[src/rtl/arb_pkg.sv]
// Shared definitions for the round-robin decode arbiter: state encoding,
// requester count and the reset value of the round-robin pointer.
package arb_pkg;

    localparam int unsigned N_REQ = 4;
    localparam int unsigned IDX_W = 2;

    typedef enum logic [1:0] {
        ST_IDLE  = 2'd0,
        ST_GRANT = 2'd1,
        ST_GAP   = 2'd2
    } arb_state_e;

    // Pointer starts at the last client so client 0 wins first after reset
    localparam logic [IDX_W-1:0] LAST_IDX_RST = 2'd3;

endpackage

[src/rtl/onehot_dec2.sv]
// Enabled 2-to-4 one-hot decoder; all-zero output while disabled.
module onehot_dec2
    import arb_pkg::*;
(
    input  logic [IDX_W-1:0] idx,
    input  logic             en,
    output logic [N_REQ-1:0] dec_c
);

    always_comb begin
        dec_c = '0;
        if (en) begin
            dec_c[idx] = 1'b1;
        end
    end

endmodule

[src/rtl/rr_decode_arbiter.sv]
// Four-client round-robin arbiter with hold limit and a guaranteed dead cycle
// between owners; the one-hot grant is registered from the decoded next index.
module rr_decode_arbiter
    import arb_pkg::*;
#(
    parameter int unsigned MAX_HOLD = 8,
    parameter int unsigned CNT_W    = 4
) (
    input  logic             clk,
    input  logic             rst_n,
    input  logic [N_REQ-1:0] req,
    input  logic             owner_release,
    output logic [N_REQ-1:0] grant,
    output logic [IDX_W-1:0] grant_idx,
    output logic             grant_valid,
    output logic             timeout
);

    localparam logic             HOLD_EN   = (MAX_HOLD != 0);
    localparam logic [CNT_W-1:0] HOLD_LAST = CNT_W'((MAX_HOLD == 0) ? 0 : MAX_HOLD - 1);

    arb_state_e       state_q, state_d;
    logic [IDX_W-1:0] idx_d;
    logic [IDX_W-1:0] last_q, last_d;
    logic [CNT_W-1:0] cnt_q, cnt_d;
    logic             valid_d;
    logic             timeout_d;
    logic [N_REQ-1:0] grant_d;
    logic [IDX_W-1:0] winner;

    // Rotate so the search starts after the last owner, pick lowest, rotate back
    function automatic logic [IDX_W-1:0] rr_pick(input logic [N_REQ-1:0] r,
                                                 input logic [IDX_W-1:0] last);
        logic [IDX_W-1:0] start;
        logic [6:0]       dbl;
        logic [N_REQ-1:0] rot;
        logic [IDX_W-1:0] off;
        start = last + 2'd1;
        dbl   = {r[2:0], r};
        rot   = dbl[start +: 4];
        off   = '0;
        for (int i = 3; i >= 0; i--) begin
            if (rot[i]) begin
                off = 2'(i);
            end
        end
        return start + off;
    endfunction

    assign winner = rr_pick(req, last_q);

    always_comb begin
        state_d   = state_q;
        idx_d     = grant_idx;
        last_d    = last_q;
        cnt_d     = cnt_q;
        valid_d   = 1'b0;
        timeout_d = 1'b0;
        case (state_q)
            ST_IDLE: begin
                if (req != '0) begin
                    state_d = ST_GRANT;
                    idx_d   = winner;
                    last_d  = winner;
                    cnt_d   = '0;
                    valid_d = 1'b1;
                end
            end
            ST_GRANT: begin
                // A release wins over a simultaneous hold-limit hit
                if (owner_release || !req[grant_idx]) begin
                    state_d = ST_GAP;
                end else if (HOLD_EN && (cnt_q == HOLD_LAST)) begin
                    state_d   = ST_GAP;
                    timeout_d = 1'b1;
                end else begin
                    valid_d = 1'b1;
                    cnt_d   = cnt_q + CNT_W'(1);
                end
            end
            ST_GAP: begin
                state_d = ST_IDLE;
            end
            default: begin
                state_d = ST_IDLE;
            end
        endcase
    end

    onehot_dec2 u_dec (
        .idx   (idx_d),
        .en    (valid_d),
        .dec_c (grant_d)
    );

    always_ff @(posedge clk or negedge rst_n) begin
        if (!rst_n) begin
            state_q     <= ST_IDLE;
            grant       <= '0;
            grant_idx   <= '0;
            grant_valid <= 1'b0;
            timeout     <= 1'b0;
            cnt_q       <= '0;
            last_q      <= LAST_IDX_RST;
        end else begin
            state_q     <= state_d;
            grant       <= grant_d;
            grant_idx   <= idx_d;
            grant_valid <= valid_d;
            timeout     <= timeout_d;
            cnt_q       <= cnt_d;
            last_q      <= last_d;
        end
    end

endmodule

[config.mk]
export PLATFORM = sky130hd
export DESIGN_NAME = rr_decode_arbiter
export DESIGN_NICKNAME = d
export VERILOG_FILES = /design/src/rtl/arb_pkg.sv /design/src/rtl/onehot_dec2.sv /design/src/rtl/rr_decode_arbiter.sv
export SDC_FILE = /design/constraint.sdc
export NUM_CORES = 1
export LEC_CHECK = 0
export BUFFER_PORTS_ARGS = -buffer_cell sky130_fd_sc_hd__buf_2
export CORE_MARGIN = 2
export CORE_UTILIZATION = 40
export DETAILED_ROUTE_END_ITERATION = 12
export HOLD_SLACK_MARGIN = 0.06
export PLACE_DENSITY = 0.64
export SYNTH_ARGS = -nofsm -noshare
export SYNTH_HDL_FRONTEND = slang
export SYNTH_SLANG_ARGS = --single-unit
[constraint.sdc]
create_clock -name clk -period 2.9 [get_ports clk]
set_input_delay 0.145 -clock clk [delete_from_list [all_inputs] [get_ports clk]]
set_output_delay 0.145 -clock clk [all_outputs]
set_load 0.05 [all_outputs]
==> Yosys cells after proc, flatten, opt, wreduce, memory -nomap -nowiden <==
Cells that the tools add are included.
{ "word_totals": {"regBits": 16, "wordCells": 55} }
{ "op_classes": {"addsub": 3, "n_lt_le_gt_ge": 3, "eq_ne": 6, "n_shift": 1, "mux": 26, "reduce_logical": 9} }
{ "op_table": {"columns": ["op", "count"], "rows": [
  ["2-bit two-way mux", 9],
  ["4-bit two-way mux", 4],
  ["1-bit two-way mux", 8],
  ["4-bit one-hot mux with 2 select lines", 1],
  ["7-bit by 3-bit variable part select with 4-bit output", 1],
  ["2-bit by 3-bit less-than comparator with 1-bit output, second input constant", 2],
  ["2-bit != test, second input constant", 3],
  ["4-bit by 1-bit adder with 4-bit output, second input constant", 1],
  ["4-bit by 3-bit == test with 1-bit output, second input constant", 1],
  ["2-bit one-hot mux with 2 select lines", 1],
  ["2-bit AND reduction", 2],
  ["4-bit AND reduction", 1],
  ["4-bit nonzero test", 1],
  ["3-bit != test, second input constant", 1],
  ["2-bit by 1-bit adder with 2-bit output, second input constant", 1],
  ["2-bit adder", 1],
  ["1-bit binary-select mux with 2-bit select", 1],
  ["1-bit demux with 2-bit select", 1],
  ["2-bit by 1-bit == test with 1-bit output, second input constant", 1],
  ["2-bit by 1-bit greater-or-equal comparator with 1-bit output, second input constant", 1],
  ["2-bit logical NOT", 1],
  ["1-bit one-hot mux with 2 select lines", 1],
  ["2-bit nonzero test", 1],
  ["1-bit logical AND", 1],
  ["2 further kinds", 2]
]} }

==> Depth between registers and ports, before layout <==
{ "logic_depth": {"word_depth": 14, "depth_mapped": 11} }

==> Hierarchy <==
Synthesis repeated with hierarchy kept, for this count alone.
{ "hier_totals": {"hier_cells": 82, "area_unflattened_um2": 884.6} }
{ "modules_own_cells": {"columns": ["mod", "instances", "cells_per_inst", "area_each_um2", "seq_area_each_um2"], "rows": [
  ["rr_decode_arbiter", 1, 78, 847.1, 402.9],
  ["onehot_dec2", 1, 4, 37.5, 0.0]
]} }

==> Least setup slack after synthesis <==
OpenSTA, ideal clock, no wires.
{ "synth_timing": {"path_type": "reg2reg", "from": "register last_q[0]", "to": "register grant[3]", "setup_time_ns": 0.120, "arrival_time_ns": 2.082, "required_time_ns": 2.780, "path_slack_ns": 0.699, "path_stages_with_launch": 9, "path_buffers": 1, "path_cell_list": "dfstp_2 buf_4 or4_1 nand3_1 ha_1 xor2_1 o2111a_1 o31ai_4 and3_1"} }
{ "synth_between": {"elab_chain_len": 14, "word_cells_on_any_way": 15} }
{ "synth_lines": {"columns": ["item", "line_no", "text"], "rows": [
  ["start: declaration", "rr_decode_arbiter.sv:24", "logic [IDX_W-1:0] last_q, last_d;"],
  ["start signal: assignment", "rr_decode_arbiter.sv:112", "last_q <= last_d;"],
  ["2-bit by 1-bit adder with 2-bit output *", "rr_decode_arbiter.sv:38", "start = last + 2'd1;"],
  ["7-bit by 3-bit variable part select with 4-bit output", "rr_decode_arbiter.sv:40", "rot = dbl[start +: 4];"],
  ["2-bit two-way mux (4 in a row)", "rr_decode_arbiter.sv:43", "if (rot[i]) begin"],
  ["2-bit adder *", "rr_decode_arbiter.sv:47", "return start + off;"],
  ["2-bit two-way mux *", "rr_decode_arbiter.sv:61", "if (req != '0) begin"],
  ["2-bit two-way mux *", "rr_decode_arbiter.sv:59", "case (state_q)"],
  ["named net idx_d[1]", "rr_decode_arbiter.sv:23", "logic [IDX_W-1:0] idx_d;"],
  ["2-bit by 3-bit less-than comparator with 1-bit output (not written as such) or 2-bit by 1-bit greater-or-equal comparator with 1-bit output (tied branches)", "onehot_dec2.sv:13", "dec_c[idx] = 1'b1;"],
  ["1-bit logical AND (not written as such)", "onehot_dec2.sv:13", null],
  ["1-bit two-way mux (not written as such)", "onehot_dec2.sv:13", null],
  ["1-bit demux with 2-bit select *", null, null],
  ["4-bit two-way mux *", "onehot_dec2.sv:12", "if (en) begin"],
  ["named net grant_d[3]", "rr_decode_arbiter.sv:28", "logic [N_REQ-1:0] grant_d;"],
  ["end signal: assignment", "rr_decode_arbiter.sv:107", "grant <= grant_d;"],
  ["end: declaration", "rr_decode_arbiter.sv:13", "output logic [N_REQ-1:0] grant,"]
]} }
Mark *: on every way through the listed nets, which the timed path passes. The rest lies on a longest branch.
A chain may end at the register's enable or synchronous reset.

==> Worst setup path after layout <==
{ "layout_timing": {"from": "register last_q[0]", "to": "register grant[1]"} }
The elaborated chain is that of the path after synthesis.

==> metrics.md <==
| Metric | Value |
|---|---|
| Worst Path Max Fanout | `14` |
| Post-synth EDFFs | `0` |
| Clk buf depth | `2` |
| Maxcap violations | `0` |
| Avg Inst Size Synth | `9.600 um^2` |
| Antenna viol nets, final | `0` |
| Std cell rows | `18` |
| Arrival time of the worst setup path | `2.68 ns` |
| Peak VDD IR | `0.0007440 V` |
| Resized Gates After CTS | `0` |
| Sequential area share after synthesis | `0.3922` |
| Largest net degree at the start of global routing | `18` |
| I/O pins | `15` |
| Seq pwr share | `0.330` |
| Worst Max-Slew Pin Slew | `0.6026 ns` |
| Final #Nets | `127` |
| Rel. slew slack | `0.5958` |
| Post-DR wirelength/cell | `13.76 um` |
| Synth warn | `0` |
| Num Clock Sinks | `16` |
| Crit path kind | `reg2reg` |
| Die width | `54.68 um` |
| Min Tclk post-route | `2.474 ns` |
| Synth Flop Type | `dfrtp_1` |
| Cell variety after synth | `46` |
| Initial antenna violation count | `0` |
| H-tree depth | `1` |
| Net switching fraction of the power | `0.4728` |
| Fill count | `234` |
| DP Cell Count | `142` |
| Root buf cell | `clkbuf_4` |
| Mapped cell area | `0.001027 mm^2` |
| Clock share of power | `0.126` |
| Crit end category | `flop` |
| Share of cells above drive strength 1 | `0.2222` |
| Pins Over Slew Limit | `0` |
| Int Power | `0.6213 mW` |
| Antenna Cells | `0` |
| Fin util | `0.4521` |
| Fmax | `0.4042 GHz` |
| DRT iter0 DRCs | `11` |
| Post-DP HPWL | `1.417 mm` |
| Input/output buffers | `14` |
| Core area | `0.002455 mm^2` |
| Post-Layout Cell Count | `147` |
| Final hold violation count | `0` |
| Sw power | `0.5572 mW` |
| Drt pass-1 iters | `4` |
| Final GP Congestion | `0.8046` |
| Post-Syn Nets | `116` |
| Num CTS Buffers | `3` |
| Worst min-delay path category | `in2reg` |
| Vias post-DR | `826` |
| Die area | `0.002989 mm^2` |
| CP Launch Type | `flop` |
| Mapped Cells | `107` |
| Skew final | `0.002786 ns` |
| Tot GR Track Use | `0.1571` |
| Via-to-Cell Ratio | `5.619` |
| RSZ-0062 raised after global routing | `no` |
| Critical Path RT | `3.10 ns` |
| DRC Markers | `0` |
| Congestion Overflow GR | `0` |
| Worst-path clk slew | `0.10 ns` |
| TritonCTS clock tree | `done` |
| # setup viols final | `0` |
| DRT Wirelength | `2.022 mm` |
| Clk_lat worst skew | `0.29 ns` |
| Outcome | `completed` |
| Global-route wire length before repair | `3.291 mm` |
| Number of global-route vias before repair | `752` |
| Multi-input gate area | `530.5 um^2` |
| Die Y | `54.68 um` |
| #FFs+latches synth | `16` |
| TNS Setup | `0 ns` |
| Comb pwr share | `0.543` |
| Lkg Pwr | `0.4916 nW` |
| Area delta synth->final | `8.039%` |
| Final period utilization | `0.8531` |
| Seq. cell area | `402.9 um^2` |
| Starting density of the core | `0.4185` |
| Pwr/cell area | `1062 mW/mm^2` |
| Synth async-reset ratio | `1.000` |
==> Yosys cell counts, drive strengths merged, types with 2 or more instances <==
cell / count / area, um^2
a21oi: 2 / 10.01
nand2: 8 / 30.03
o211ai: 2 / 15.01
buf: 8 / 66.31
dfstp: 2 / 52.55
dfrtp: 14 / 350.3
xor2: 2 / 17.52
nand3: 6 / 30.03
o22ai: 2 / 12.51
o21ai: 6 / 30.03
o31ai: 2 / 28.78
a211oi: 3 / 22.52
inv: 6 / 22.52
nor2: 9 / 33.78
nor3b: 2 / 15.01
ha: 2 / 25.02
nor3: 4 / 20.02
nand2b: 2 / 15.02
a211o: 2 / 17.52
o21ba: 2 / 20.02
==> path summary, 6_finish.rpt <==
check | from | to | slack (ns) | cells after the start
worst max-delay path | last_q[0] | grant[1] | 0.43 | 10
worst min-delay path | owner_release | timeout | 0.10 | 4
worst max register to register | last_q[0] | grant[1] | 0.43 | 10
worst min register to register | cnt_q[0] | cnt_q[0] | 0.53 | 1
max in group asynchronous | rst_n | last_q[0] | 2.32 | 2
min in group asynchronous | rst_n | timeout | 0.28 | 2
==> critical path: stages (launching register included) <==
cell,delay (ns)
dfstp_2,0.68
inv_1,0.16
nand2_1,0.10
o22ai_1,0.07
o21ai_0,0.16
nand3_1,0.10
ha_1,0.19
xor2_1,0.32
o2111a_1,0.31
o31ai_4,0.08
nor3b_1,0.21
==> cell families after synthesis <==
logic type / after synthesis / synth area share
simple gates: 40 / 0.2083
compound gates: 28 / 0.2119
flops: 16 / 0.3922
buf+inv: 15 / 0.09134
xor+xnor: 3 / 0.02558
mux: 3 / 0.04629
fa+ha+maj: 2 / 0.02436
==> metal layers <==
layer / track usage / part of all wire / vias up
met3: 0.06011 / 0.057 / 2
met2: 0.2460 / 0.47 / 23
met1: 0.2082 / 0.47 / 391
met4: 0.02500 / 0.0059 / 0
li1: - / - / 410
met5: 0 / 0 / -
==> metrics by stage <==
step	hold slack (ns)	area (um^2)	worst slack, ns	power (mW)
2_1_floorplan	-0.1506	1027	0.6988	0.9256
3_3_place_gp	0.07286	1064	0.5586	1.025
5_1_grt	0.08929	1110	0.1777	1.284
6_report	0.1016	1110	0.4260	1.179
3_5_place_dp	0.07426	1064	0.4571	1.034
4_1_cts	0.09273	1110	0.4327	1.189
==> cell usage in the layout (no fill, tap or decap), types with 2 or more instances in the layout <==
cell,synthesis,layout
o22ai_1,2,2
a211oi_1,3,3
a21oi_1,2,2
inv_1,6,6
clkbuf_4,0,3
dfstp_2,2,2
nor2_1,9,9
nor3_1,4,4
nand2_1,8,8
o21ba_2,2,2
o211ai_1,2,2
nor3b_1,2,2
a211o_1,2,2
xor2_1,2,2
dfrtp_1,14,14
nand3_1,6,6
ha_1,2,2
o21ai_0,6,6
buf_2,2,14
==> registers in the layout, summed over array words and instances, names as in the netlist <==
name and count:
state_q 2, grant 4, cnt_q 4, grant_idx 2, last_q 2, grant_valid 1
timeout 1
==> what timing repair did <==
action,4_1_cts,5_1_grt
hold endpoints to repair,16,0
setup endpoints to repair,0,0
hold buffers,1,0
buffers inserted,0,0
==> power groups by stage <==
stage	clock network [mW]	registers, mW	logic, mW
after global routing	0.164	0.402	0.718
after CTS	0.153	0.390	0.646
after detailed placement	0	0.394	0.640
final	0.149	0.389	0.640
after floorplan	0	0.465	0.461
after global placement	0	0.392	0.633
==> cell type report <==
class | instances | share of cell area
clock buffer | 4 | 0.03269
tap | 30 | 0.03382
sequential | 16 | 0.3630
inverter | 6 | 0.02029
multi-input combinational | 76 | 0.4780
timing repair buffer | 15 | 0.07215
Note: power is estimated with default switching activity, not from simulation.
